==> config.mk <==
export PLATFORM = sky130hd
export DESIGN_NAME = pipe_stage_reg_flat
export DESIGN_NICKNAME = d
export VERILOG_FILES = /design/src/rtl/pipe_stage_reg_pkg.sv /design/src/rtl/pipe_stage_reg_if.sv /design/src/rtl/pipe_stage_reg_slot.sv /design/src/rtl/pipe_stage_reg.sv /design/src/flat_wrapper.sv
export SDC_FILE = /design/constraint.sdc
export NUM_CORES = 1
export LEC_CHECK = 0
export ABC_AREA = 1
export BUFFER_PORTS_ARGS = -buffer_cell sky130_fd_sc_hd__buf_4
export CAP_MARGIN = 30
export CELL_PAD_IN_SITES_DETAIL_PLACEMENT = 0
export CELL_PAD_IN_SITES_GLOBAL_PLACEMENT = 1
export CORE_ASPECT_RATIO = 1.25
export CORE_MARGIN = 2
export CORE_UTILIZATION = 37
export CTS_CLUSTER_SIZE = 10
export DETAILED_ROUTE_END_ITERATION = 8
export MAX_ROUTING_LAYER = met4
export PLACE_DENSITY = 0.79
export SETUP_SLACK_MARGIN = 0.05
export SYNTH_ARGS = -nofsm -noshare
export SYNTH_HDL_FRONTEND = slang
export SYNTH_HIERARCHICAL = 1
export SYNTH_SLANG_ARGS = --single-unit
==> constraint.sdc <==
create_clock -name clk -period 2 [get_ports clk]
set_input_delay 0.1 -clock clk [delete_from_list [all_inputs] [get_ports clk]]
set_output_delay 0.1 -clock clk [all_outputs]
set_load 0.03 [all_outputs]
==> src/rtl/pipe_stage_reg_pkg.sv <==
`default_nettype none
// ============================================================================
//  Module      : pipe_pkg
//  Description : Shared constants for the generic pipeline stage register.
//                The state encoding equals the stage occupancy:
//                EMPTY = 0 beats, ONE = 1 beat, TWO = 2 beats.
//                Default bundle widths match the ID/EX stage.
//  Revision    : 1.0 - initial release
// ============================================================================
package pipe_pkg;

    localparam logic [1:0] ST_EMPTY = 2'd0;
    localparam logic [1:0] ST_ONE   = 2'd1;
    localparam logic [1:0] ST_TWO   = 2'd2;

    localparam int PIPE_DATA_W = 32;
    localparam int PIPE_CTRL_W = 16;

endpackage : pipe_pkg
`default_nettype wire

==> src/rtl/pipe_stage_reg_if.sv <==
`default_nettype none
// ============================================================================
//  Module      : pipe_stage_reg_if
//  Description : Handshake and bundle signals of one pipeline stage register.
//                slave  : the stage register itself.
//                master : the surrounding logic (upstream producer plus
//                         downstream consumer).
//  Signals     : i_valid/o_ready/i_data/i_ctrl/i_flush  upstream side
//                o_valid/i_ready/o_data/o_ctrl          downstream side
//                o_count                                occupancy 0..2
//  Revision    : 1.0 - initial release
// ============================================================================
interface pipe_stage_reg_if
    import pipe_pkg::*;
#(
    parameter int DATA_W = PIPE_DATA_W,
    parameter int CTRL_W = PIPE_CTRL_W
);

    logic              i_valid;
    logic              o_ready;
    logic [DATA_W-1:0] i_data;
    logic [CTRL_W-1:0] i_ctrl;
    logic              i_flush;
    logic              o_valid;
    logic              i_ready;
    logic [DATA_W-1:0] o_data;
    logic [CTRL_W-1:0] o_ctrl;
    logic [1:0]        o_count;

    modport master (
        output i_valid, i_data, i_ctrl, i_flush, i_ready,
        input  o_ready, o_valid, o_data, o_ctrl, o_count
    );

    modport slave (
        input  i_valid, i_data, i_ctrl, i_flush, i_ready,
        output o_ready, o_valid, o_data, o_ctrl, o_count
    );

endinterface : pipe_stage_reg_if
`default_nettype wire

==> src/rtl/pipe_stage_reg_slot.sv <==
`default_nettype none
// ============================================================================
//  Module      : pipe_slot
//  Description : One register entry of a pipeline stage: valid bit, data
//                bundle and control bundle.
//  Ports       : clk, rst       clock, synchronous active-high reset
//                i_load         capture i_data/i_ctrl and mark entry valid
//                i_clear        invalidate entry and zero its control bundle
//                               (data is kept); wins over i_load
//                i_data/i_ctrl  bundles to capture
//                o_valid/o_data/o_ctrl  entry contents
//  Revision    : 1.0 - initial release
// ============================================================================
module pipe_slot #(
    parameter int DATA_W = 32,
    parameter int CTRL_W = 16
) (
    input  wire logic              clk,
    input  wire logic              rst,
    input  wire logic              i_load,
    input  wire logic              i_clear,
    input  wire logic [DATA_W-1:0] i_data,
    input  wire logic [CTRL_W-1:0] i_ctrl,
    output logic                   o_valid,
    output logic [DATA_W-1:0]      o_data,
    output logic [CTRL_W-1:0]      o_ctrl
);

    logic              r_valid;
    logic [DATA_W-1:0] r_data;
    logic [CTRL_W-1:0] r_ctrl;

    always_ff @(posedge clk) begin
        if (rst) begin
            r_valid <= 1'b0;
            r_data  <= '0;
            r_ctrl  <= '0;
        end else if (i_clear) begin
            // Control is zeroed so an empty entry always reads as a NOP.
            r_valid <= 1'b0;
            r_ctrl  <= '0;
        end else if (i_load) begin
            r_valid <= 1'b1;
            r_data  <= i_data;
            r_ctrl  <= i_ctrl;
        end
    end

    assign o_valid = r_valid;
    assign o_data  = r_data;
    assign o_ctrl  = r_ctrl;

endmodule : pipe_slot
`default_nettype wire

==> src/rtl/pipe_stage_reg.sv <==
`default_nettype none
// ============================================================================
//  Module      : pipe_stage_reg
//  Description : Generic MIPS pipeline stage register (IF/ID, ID/EX, EX/MEM,
//                MEM/WB) with valid/ready handshake, stall back-pressure and
//                flush. SKID=1 adds a skid entry so o_ready is a flop output
//                without losing throughput; SKID=0 is a single entry with
//                combinational o_ready.
//  Ports       : clk, rst   clock, synchronous active-high reset
//                bus        pipe_stage_reg_if.slave (handshake, bundles,
//                           flush, occupancy)
//  Revision    : 1.0 - initial release
// ============================================================================
module pipe_stage_reg
    import pipe_pkg::*;
#(
    parameter int DATA_W = PIPE_DATA_W,
    parameter int CTRL_W = PIPE_CTRL_W,
    parameter int SKID   = 1
) (
    input  wire logic         clk,
    input  wire logic         rst,
    pipe_stage_reg_if.slave   bus
);

    logic [1:0]        r_state;
    logic [1:0]        w_state_nxt;
    logic              w_ready;
    logic              w_in_xfer;
    logic              w_out_xfer;

    logic              w_main_load;
    logic              w_main_clear;
    logic [DATA_W-1:0] w_main_din;
    logic [CTRL_W-1:0] w_main_cin;
    logic              w_main_valid;
    logic [DATA_W-1:0] w_main_data;
    logic [CTRL_W-1:0] w_main_ctrl;

    logic              w_skid_valid;
    logic [DATA_W-1:0] w_skid_data;
    logic [CTRL_W-1:0] w_skid_ctrl;

    // A flushed input beat is dropped even when o_ready reads 1.
    assign w_in_xfer  = bus.i_valid & w_ready & ~bus.i_flush;
    assign w_out_xfer = w_main_valid & bus.i_ready;

    always_comb begin
        w_state_nxt = r_state;
        if (bus.i_flush) begin
            w_state_nxt = ST_EMPTY;
        end else begin
            case (r_state)
                ST_EMPTY: if (w_in_xfer)                w_state_nxt = ST_ONE;
                ST_ONE: begin
                    if (w_in_xfer && !w_out_xfer)       w_state_nxt = ST_TWO;
                    else if (!w_in_xfer && w_out_xfer)  w_state_nxt = ST_EMPTY;
                end
                ST_TWO:   if (w_out_xfer)               w_state_nxt = ST_ONE;
                default:                                w_state_nxt = ST_EMPTY;
            endcase
        end
    end

    always_ff @(posedge clk) begin
        if (rst) begin
            r_state <= ST_EMPTY;
        end else begin
            r_state <= w_state_nxt;
        end
    end

    // Main entry loads a fresh beat when it is free or being drained, and
    // takes the skid beat when draining from TWO.
    assign w_main_load  = ((r_state == ST_EMPTY) && w_in_xfer)
                        | ((r_state == ST_ONE)   && w_in_xfer && w_out_xfer)
                        | ((r_state == ST_TWO)   && w_out_xfer);
    assign w_main_clear = bus.i_flush
                        | ((r_state == ST_ONE) && w_out_xfer && !w_in_xfer);
    assign w_main_din   = (r_state == ST_TWO) ? w_skid_data : bus.i_data;
    assign w_main_cin   = (r_state == ST_TWO) ? w_skid_ctrl : bus.i_ctrl;

    pipe_slot #(
        .DATA_W (DATA_W),
        .CTRL_W (CTRL_W)
    ) u_main (
        .clk     (clk),
        .rst     (rst),
        .i_load  (w_main_load),
        .i_clear (w_main_clear),
        .i_data  (w_main_din),
        .i_ctrl  (w_main_cin),
        .o_valid (w_main_valid),
        .o_data  (w_main_data),
        .o_ctrl  (w_main_ctrl)
    );

    generate
        if (SKID != 0) begin : g_skid
            logic r_ready;
            logic w_skid_load;
            logic w_skid_clear;

            assign w_skid_load  = (r_state == ST_ONE) && w_in_xfer && !w_out_xfer;
            assign w_skid_clear = bus.i_flush | ((r_state == ST_TWO) && w_out_xfer);

            // Registered ready: drop it only once both entries will be full.
            always_ff @(posedge clk) begin
                if (rst) begin
                    r_ready <= 1'b1;
                end else begin
                    r_ready <= (w_state_nxt != ST_TWO);
                end
            end

            assign w_ready = r_ready;

            pipe_slot #(
                .DATA_W (DATA_W),
                .CTRL_W (CTRL_W)
            ) u_skid (
                .clk     (clk),
                .rst     (rst),
                .i_load  (w_skid_load),
                .i_clear (w_skid_clear),
                .i_data  (bus.i_data),
                .i_ctrl  (bus.i_ctrl),
                .o_valid (w_skid_valid),
                .o_data  (w_skid_data),
                .o_ctrl  (w_skid_ctrl)
            );
        end else begin : g_noskid
            // Single entry: accept whenever the held beat leaves this cycle.
            assign w_ready      = ~w_main_valid | bus.i_ready;
            assign w_skid_valid = 1'b0;
            assign w_skid_data  = '0;
            assign w_skid_ctrl  = '0;
        end
    endgenerate

    assign bus.o_ready = w_ready;
    assign bus.o_valid = w_main_valid;
    assign bus.o_data  = w_main_data;
    assign bus.o_ctrl  = w_main_ctrl;
    assign bus.o_count = {1'b0, w_main_valid} + {1'b0, w_skid_valid};

endmodule : pipe_stage_reg
`default_nettype wire
==> src/flat_wrapper.sv <==
// flat-port wrapper written by rule: the top's interface ports become plain ports
module pipe_stage_reg_flat import pipe_pkg::*;
#(
    parameter int DATA_W = PIPE_DATA_W,
    parameter int CTRL_W = PIPE_CTRL_W,
    parameter int SKID   = 1
)
  (clk, rst, bus_i_valid, bus_i_data, bus_i_ctrl, bus_i_flush, bus_i_ready, bus_o_ready, bus_o_valid, bus_o_data, bus_o_ctrl, bus_o_count);
  pipe_stage_reg_if #(.DATA_W(DATA_W), .CTRL_W(CTRL_W)) bus_i ();
  input  wire logic clk;
  input  wire logic rst;
  input wire logic [$bits(bus_i.i_valid)-1:0] bus_i_valid;
  input wire logic [$bits(bus_i.i_data)-1:0] bus_i_data;
  input wire logic [$bits(bus_i.i_ctrl)-1:0] bus_i_ctrl;
  input wire logic [$bits(bus_i.i_flush)-1:0] bus_i_flush;
  input wire logic [$bits(bus_i.i_ready)-1:0] bus_i_ready;
  output wire logic [$bits(bus_i.o_ready)-1:0] bus_o_ready;
  output wire logic [$bits(bus_i.o_valid)-1:0] bus_o_valid;
  output wire logic [$bits(bus_i.o_data)-1:0] bus_o_data;
  output wire logic [$bits(bus_i.o_ctrl)-1:0] bus_o_ctrl;
  output wire logic [$bits(bus_i.o_count)-1:0] bus_o_count;
  assign bus_i.i_valid = bus_i_valid;
  assign bus_i.i_data = bus_i_data;
  assign bus_i.i_ctrl = bus_i_ctrl;
  assign bus_i.i_flush = bus_i_flush;
  assign bus_i.i_ready = bus_i_ready;
  assign bus_o_ready = bus_i.o_ready;
  assign bus_o_valid = bus_i.o_valid;
  assign bus_o_data = bus_i.o_data;
  assign bus_o_ctrl = bus_i.o_ctrl;
  assign bus_o_count = bus_i.o_count;
  pipe_stage_reg #(.DATA_W(DATA_W), .CTRL_W(CTRL_W), .SKID(SKID)) u_core (.clk(clk), .rst(rst), .bus(bus_i));
endmodule
==> impl_metrics.py <==
metrics = {
    "run_status": {
        "run_status": "completed",
    },
    "power_and_ir_drop": {
        "power_density_nw_per_um2": 737,
        "total_leakage_power_nw": 2.91,
        "ir_worst_vdd_uv": 469,
    },
    "worst_setup_path": {
        "worstSetupPathType": "flip-flop to flip-flop",
        "start_kind": "flip-flop",
        "critical_path_required_ns": 2.27,
        "end_kind": "flip-flop",
        "crit_fanout": 20,
        "cp_data_arrival_time_ns": 2.04,
    },
    "clock_network": {
        "cts_inserted_buffers": 9,
        "cts_root_buf": "clkbuf_16",
        "cts.clk_slew.worst_paths_ns": 0.07,
        "worstSkewPairLatency_ns": 0.33,
        "cts.sinks": 101,
        "htreeDepth": 3,
        "tritoncts": "yes",
        "cts.path.max_buffers": 2,
    },
    "floorplanning": {
        "rows": 46,
        "chipHeight_um": 131,
        "die_x_um": 105,
        "start_util_pct": 37.7,
        "pin_count": 105,
        "fp.dieArea_um2": 13800,
        "core-area_um2": 12600,
    },
    "grt": {
        "grt_util_met3_pct": 3.32,
        "top_usage_layer": "met2",
        "grt_pass1_vias": 4244,
        "use_met2_pct": 32.2,
        "grt_pass1_wl_um": 19800,
        "antenna_found_initial": 0,
        "grtUsageMet1_pct": 21.2,
        "grt_overflow": 0,
        "grt_max_degree": 50,
        "gr-usage-all-layers_pct": 18.4,
    },
    "sta": {
        "period_minus_slack_ns": 1.76,
        "finalWorstSetupSlack_ns": 0.238,
        "fmax_ghz": 0.568,
        "fin_crit_sh_pct": 88.1,
        "hold_viol": 0,
        "maxSlewHeadroom_pct": 63.9,
        "worst_pin_slew_ns": 0.538,
        "setup_viol_count_final": 0,
        "rsz0062_at_grt": "yes",
        "setup-tns-final_ns": 0,
        "fin_worst_skew_ns": 0.00864,
        "report.final.slew_viol_count": 0,
    },
    "placement": {
        "io_buffers": 104,
        "place.gp.congestion": 0.833,
        "dp_cells": 995,
        "hpwl_um": 8240,
        "dpl_worst_slack_ns": 0.0587,
    },
    "logic_synthesis": {
        "synthCells": 752,
        "synth_seq_cells": 101,
        "yosysTopAreaCell": "dfxtp_1",
        "syn_area_um2": 4750,
        "netlist_top_cells_area": "dfxtp_1, nand2_1, nor2_1, nand3_1, inv_1",
        "yosysTopAreaCellShare_pct": 42.6,
        "ys_warn_count": 6,
        "syn_nets": 806,
        "ys_types": 19,
        "seq_area_frac_synth_pct": 42.6,
        "syn_avg_cell_area_um2": 6.31,
    },
    "drt": {
        "drt_iter0_drc": 189,
        "via_count": 4481,
        "routed_wl_um": 12000,
        "drc_errors": 0,
        "avgViaCountPerCell": 4.42,
        "wl_per_cell_um": 11.9,
        "first_pass_iters": 5,
        "postRouteAntennaNets": 0,
    },
    "final_layout": {
        "fin_util_pct": 47.0,
        "fin_nets": 894,
        "antennaDiodeCount": 0,
        "final_cells": 1013,
        "area_growth_pct": 24.9,
        "num-fill-cells": 1354,
        "drive_gt1_share_pct": 17.5,
    },
    "flow_run": {
        "drv_cap": 0,
    },
    "worst_hold_path": {
        "hold_class": "input pin to flip-flop",
    },
}
per-layer routing:
| layer | wire length, um | vias to the layer above |
|---|---|---|
| li1 | - | 2434 |
| met1 | 5310 | 1949 |
| met2 | 6030 | 94 |
| met3 | 634 | 4 |
| met4 | 72 | 0 |
| met5 | 0 | - |
stage by stage:
stage / total power, mW / hold slack (ns) / instance area [um^2]
after floorplan: 2.48 / 0.172 / 4750
after global placement: 2.70 / 0.301 / 5610
after detailed placement: 2.70 / 0.306 / 5610
after CTS: 4.43 / 0.0179 / 5910
after global routing: 4.59 / 0.0261 / 5930
final: 4.37 / 0.0300 / 5930
Yosys cell counts:
| cell type | instances |
|---|---|
| ha_1 | 1 |
| a21oi_1 | 33 |
| dfxtp_1 | 101 |
| buf_6 | 6 |
| nor2_4 | 2 |
| inv_2 | 4 |
| nor2_2 | 1 |
| o21ai_0 | 3 |
| nor2_1 | 139 |
| clkbuf_1 | 6 |
| clkinv_1 | 2 |
| nand2_2 | 3 |
| inv_1 | 70 |
| nand2_1 | 279 |
| buf_4 | 8 |
| buf_2 | 24 |
| inv_4 | 2 |
| o22ai_2 | 1 |
| nand3_1 | 67 |
worst max-delay path, cell delays in order, from the launching register on:
cell	delay [ns]
dfxtp_1	0.33
inv_1	0.06
nor2_1	0.13
inv_1	0.11
nor2_1	0.10
inv_1	0.09
o21ai_2	0.32
inv_2	0.10
buf_4	0.22
nand3_1	0.10
nand2_1	0.06
nor2_1	0.08
final timing paths:
path	slack, ns	to	from	cells after the start
setup / recovery	0.24	u_core/u_main/o_data[21]	u_core/r_state[0]	11
hold / removal	0.03	u_core/g_skid.u_skid/o_ctrl[2]	bus_i_ctrl[2]	3
setup reg to reg	0.24	u_core/u_main/o_data[21]	u_core/r_state[0]	11
hold reg to reg	0.46	u_core/g_skid.u_skid/o_ctrl[4]	u_core/g_skid.u_skid/o_ctrl[4]	2
kinds of logic (layout without fill, tap and decap cells):
family / after synthesis / count (layout) / synth area share, %
adder cells (fa/ha/maj): 1 / 1 / 0.264
flip-flops: 101 / 101 / 42.6
AO/OA/AOI/OAI: 37 / 37 / 4.06
buffers and inverters: 122 / 214 / 12.0
AND/OR/NAND/NOR: 491 / 492 / 41.1
power breakdown:
part / internal, mW / leakage, nW / total (mW) / switching [mW]
Clock: 0.976 / 0.134 / 1.71 / 0.734
Sequential: 2.06 / 0.819 / 2.09 / 0.0267
Combinational: 0.226 / 1.95 / 0.572 / 0.346
Total: 3.26 / 2.91 / 4.37 / 1.11
layout by cell type (no fill, tap or decap), drive strengths merged:
master,n
clkinvlp,1
nand3,67
a21oi,33
dlygate4sd3,1
clkinv,3
bufinv,1
o22ai,1
inv,76
dfxtp,101
o21ai,3
buf,119
ha,1
clkbuf,13
nor2,143
nand2,282
registers in the layout (all words and copies together) (netlist names):
name                          count
u_core/r_state                    2
u_core/u_main/o_ctrl             16
u_core/bus.o_ready                1
u_core/u_main/o_data             32
u_core/g_skid.u_skid/o_valid      1
u_core/g_skid.u_skid/o_data      32
u_core/g_skid.u_skid/o_ctrl      16
u_core/u_main/o_valid             1
area by class of cell:
cell class	instances	area (um^2)	area share, %
multi-input combinational	530	2190	36.9
tap	168	210	3.55
inverter	78	300	5.06
clock buffer	13	240	4.05
timing repair buffer	120	920	15.5
clock inverter	3	46.3	0.781
sequential	101	2020	34.1
what timing repair did:
item                       4_1_cts  5_1_grt
setup buffers                    0        0
pin swaps                        0        0
resized for setup                1        5
hold endpoints to repair         1        0
setup endpoints to repair        2       67
cloned                           0        1
hold buffers                     1        0
(Power assumes the default switching activity.)
